===== src/rtl/quad_step_decoder.sv =====
// quad_step_decoder: quadrature A/B front end for up_down_counter.
// Synchronises, glitch-filters and x4-decodes A/B; counts illegal jumps.
module quad_step_decoder #(
  parameter int FILT_LEN = 4,
  parameter int ERR_W    = 8
) (
  input  logic             clk,
  input  logic             rst,
  input  logic             a_in,
  input  logic             b_in,
  input  logic             en,
  input  logic             err_clr,
  output logic             step,
  output logic             up_down,
  output logic             err,
  output logic [ERR_W-1:0] err_cnt
);

  typedef enum logic {INIT, RUN} state_t;

  localparam logic [7:0] LAST = 8'(FILT_LEN - 1);

  state_t     state, state_nxt;
  logic [1:0] init_cnt;
  logic       load;
  logic [1:0] sync1, sync2;
  logic [1:0] filt, prev;
  logic [7:0] cnt [2];
  logic [1:0] delta;
  logic       legal, illegal, dir;

  always_ff @(posedge clk or negedge rst) begin
    if (!rst) state <= INIT;
    else      state <= state_nxt;
  end

  always_comb begin
    state_nxt = state;
    load      = 1'b0;
    unique case (state)
      INIT: begin
        if (init_cnt == 2'd2) begin
          load      = 1'b1;
          state_nxt = RUN;
        end
      end
      RUN: state_nxt = RUN;
    endcase
  end

  always_ff @(posedge clk or negedge rst) begin
    if (!rst)
      init_cnt <= 2'd0;
    else if (state == INIT && init_cnt != 2'd2)
      init_cnt <= init_cnt + 2'd1;
  end

  // bit 1 = channel A, bit 0 = channel B
  always_ff @(posedge clk or negedge rst) begin
    if (!rst) begin
      sync1 <= 2'b00;
      sync2 <= 2'b00;
    end else begin
      sync1 <= {a_in, b_in};
      sync2 <= sync1;
    end
  end

  always_ff @(posedge clk or negedge rst) begin
    if (!rst) begin
      filt   <= 2'b00;
      cnt[0] <= 8'd0;
      cnt[1] <= 8'd0;
    end else begin
      for (int i = 0; i < 2; i++) begin
        if (load) begin
          filt[i] <= sync2[i];
          cnt[i]  <= 8'd0;
        end else if (state != RUN || sync2[i] == filt[i]) begin
          cnt[i]  <= 8'd0;
        end else if (cnt[i] == LAST) begin
          filt[i] <= sync2[i];
          cnt[i]  <= 8'd0;
        end else begin
          cnt[i]  <= cnt[i] + 8'd1;
        end
      end
    end
  end

  assign delta   = filt ^ prev;
  assign legal   = (state == RUN) &&
                   (delta == 2'b01 || delta == 2'b10);
  assign illegal = (state == RUN) && (delta == 2'b11);
  // old A xor new B is 1 along 00->01->11->10->00
  assign dir     = prev[1] ^ filt[0];

  always_ff @(posedge clk or negedge rst) begin
    if (!rst) begin
      prev    <= 2'b00;
      step    <= 1'b0;
      err     <= 1'b0;
      up_down <= 1'b1;
      err_cnt <= '0;
    end else begin
      step <= legal && en;
      err  <= illegal;
      if (legal && en)
        up_down <= dir;
      if (load)
        prev <= sync2;
      else if (state == RUN)
        prev <= filt;
      if (err_clr)
        err_cnt <= '0;
      else if (illegal && err_cnt != '1)
        err_cnt <= err_cnt + ERR_W'(1);
    end
  end

endmodule


===== config.mk =====
export PLATFORM = sky130hd
export DESIGN_NAME = quad_step_decoder
export DESIGN_NICKNAME = d
export VERILOG_FILES = /design/src/rtl/quad_step_decoder.sv
export SDC_FILE = /design/constraint.sdc
export NUM_CORES = 1
export LEC_CHECK = 0
export ABC_AREA = 1
export BUFFER_PORTS_ARGS = -buffer_cell sky130_fd_sc_hd__buf_2
export CORE_MARGIN = 4
export CORE_UTILIZATION = 58
export DETAILED_ROUTE_END_ITERATION = 6
export HOLD_SLACK_MARGIN = 0.1
export PLACE_DENSITY = 0.74
export SKIP_LAST_GASP = 1
export SLEW_MARGIN = 25
export SYNTH_ARGS = -nofsm -noshare
export SYNTH_HDL_FRONTEND = slang
export SYNTH_SLANG_ARGS = --single-unit

===== constraint.sdc =====
create_clock -name clk -period 2 [get_ports clk]
set_clock_uncertainty 0.15 [all_clocks]
set_input_delay 0.1 -clock clk [delete_from_list [all_inputs] [get_ports clk]]
set_output_delay 0.1 -clock clk [all_outputs]
set_load 0.02 [all_outputs]

==> metrics.txt <==
status=finished, final reports clean; share of cells above drive strength 1=14.7%; CORE AREA=3130 um^2; Antenna Nets Post-Route=0; Area growth, synth to finish=15.9%; Hold Vio Cnt, Final=0; EDFF count, synth=0; Max clock buf depth=2; H-tree depth=2; Residual DRC=0; Post-synth top flop=dfrtp_1; Post-Route WL=3.56 mm; initial antenna violation count=0; CTS Hold Buffers Added=7; first-pass GRT wire length=6.56 mm; fin crit share=92.8%; Row Count=20; largest cells by area after synthesis=dfrtp_1 (48%), nand2_1 (12%), nand3_1 (7.2%), nor2_1 (7.2%), inv_1 (5.0%); synthesized cell area=1930 um^2; CP Class=input port to async pin; hold path depth=0; CP top delay family=buffers and inverters; # fillers=264; crit-path max cell delay=0.69 ns; # clock sinks=38; die width=65.7 um; Syn Inst Count=243; critical-path maximum fanout=23; # setup viols final=0; buffer and inverter count on the worst path=4; worst relative slew slack=66.8%; post-route cell area=2240 um^2; # port buffers=16; Synthesized Nets=255; vias in the first global route=1586; Overall Power=2.54 mW; area of the multi-input gates=842 um^2; total gr overflow=0; sequential area share after synthesis=49.3%; Leak Pwr=1.16 nW; CP Launch Type=input port; Achievable Freq=0.539 GHz; setup bufs post-CTS=0; Slew @ Worst Pin=0.497 ns; initial DRC count=68; Avg Cell Area, Syn=7.96 um^2; maxcap violations=0; Slew Viols, Final=0; detailed placement HPWL=2.48 mm; clk slew on worst S/H paths=0.12 ns; critical path depth in cells=4; crit path cell chain=dlygate4sd3_1, dlygate4sd3_1, buf_2, dlygate4sd3_1; CP endpoint kind=async pin; Post-synth ARST share=100%; unrepaired setup endpoints after global routing=false; CP arrival=2.29 ns; synth unique cells=27; setup tns final=0 ns; PwrDens=1140 nW/um^2; number of I/O pins=17; post-DR wirelength/cell=11.2 um; Hold Slack=0.219 ns; Peak supply drop=0.000659 V; count leader, synth=nand2_1; post-synth top area cell=dfrtp_1; Resized Gates After CTS=0; post-synthesis sequential element count=38; Die Y=65.7 um; Synth warnings=0; commonest cells in the netlist=nand2_1 (64), dfrtp_1 (37), nor2_1 (37); largest net degree at the start of global routing=24; Hold Path Class=register to register; post-synth top area share=47.9%; RePlAce Congestion=0.849; CP max-delay cell=dlygate4sd3_1; Initial Utilization=61.8%; Nets=284; Tmin final=1.86 ns; Die Area=4320 um^2; CTS buffer count=5; Crit path top cell by count=dlygate4sd3_1; CTS tree=done; placed cell areas=2060 um^2; GRT Util Overall=19.9%; Clock Root Buffer=clkbuf_4; vias per cell=4.96; total iterations of the first detailed-routing run=4; CP required=2.43 ns; register area=952 um^2; Clock Latency Late Sink=0.36 ns; diodes inserted=0; R2R depth=8; DR vias=1571
registers in the layout (all words and copies together), names as in the netlist:
name,flops
cnt,16
err,1
err_cnt,8
filt,2
init_cnt,2
prev,2
state,1
step,1
sync1,2
sync2,2
up_down,1
cell type report:
| cell class | instances | area share [%] |
|---|---|---|
| Timing Repair Buffer | 25 | 7.37 |
| Tap cell | 44 | 2.46 |
| Multi-Input combinational cell | 172 | 37.6 |
| Inverter | 30 | 5.14 |
| Clock buffer | 6 | 2.29 |
| Sequential cell | 38 | 42.5 |
| Clock inverter | 2 | 2.68 |
per-layer routing:
metal | wire (um) | GRT usage (%) | up-vias | part of all wire (%)
li1 | - | - | 821 | -
met1 | 1630 | 23.4 | 719 | 46
met2 | 1730 | 34.0 | 25 | 49
met3 | 136 | 5.64 | 6 | 3.8
met4 | 62 | 7.77 | 0 | 1.7
met5 | 0 | 0 | - | 0
power by group:
part	switching, mW	internal, mW
combinational	0.507	0.300
clock	0.254	0.423
sequential	0.141	0.919
total	0.902	1.64
cell families (layout without fill, tap and decap cells):
logic type | Yosys count | after routing | share of synthesized area (%)
AND/OR/NAND/NOR | 143 | 143 | 32.0
buffers and inverters | 33 | 63 | 7.18
XOR/XNOR | 7 | 7 | 3.17
adder cells (fa/ha/maj) | 6 | 6 | 3.88
AO/OA/AOI/OAI | 16 | 16 | 4.53
flip-flops | 38 | 38 | 49.3
worst reg2reg max path: stages (launching register included):
cell and delay (ns):
dfrtp_1 0.47, xor2_1 0.20, ha_1 0.18, nand2_1 0.05, inv_1 0.13, nand2_4 0.12
inv_4 0.11, nand3_1 0.07, nand2_1 0.07
cell usage in the layout (no fill, tap or decap), drive strengths merged, types with 5 or more instances in the layout:
| cell | Yosys | final |
|---|---|---|
| inv | 30 | 30 |
| clkbuf | 1 | 6 |
| nand2 | 67 | 67 |
| o21ai | 6 | 6 |
| ha | 6 | 6 |
| nand3 | 28 | 28 |
| dfrtp | 37 | 37 |
| buf | 2 | 18 |
| a21oi | 9 | 9 |
| nor2 | 41 | 41 |
| dlygate4sd3 | 0 | 7 |
| xor2 | 5 | 5 |
path summary, 6_finish.rpt:
check	startpoint	end	slack [ns]
max	rst	step$_DFF_PN0_	0.14
min	sync1[0]$_DFF_PN0_	sync2[0]$_DFF_PN0_	0.22
max reg2reg	filt[0]$_DFFE_PN0P_	err_cnt[1]$_DFFE_PN0P_	0.39
min reg2reg	sync1[0]$_DFF_PN0_	sync2[0]$_DFF_PN0_	0.22
max in group clk	filt[0]$_DFFE_PN0P_	err_cnt[1]$_DFFE_PN0P_	0.39
min in group asynchronous	rst	cnt[8]$_DFF_PN0_	0.63
through the flow:
stage | instances | util (%) | setup WS [ns]
finish | 317 | 71.6 | 0.144
floorplan | 243 | - | 0.514
detailed placement | 302 | 65.8 | 0.439
CTS | 317 | 71.6 | 0.129
global route | 317 | 71.6 | 0.0122
global placement | 302 | 65.8 | 0.484
No activity file was read; power rests on OpenSTA's default activity.
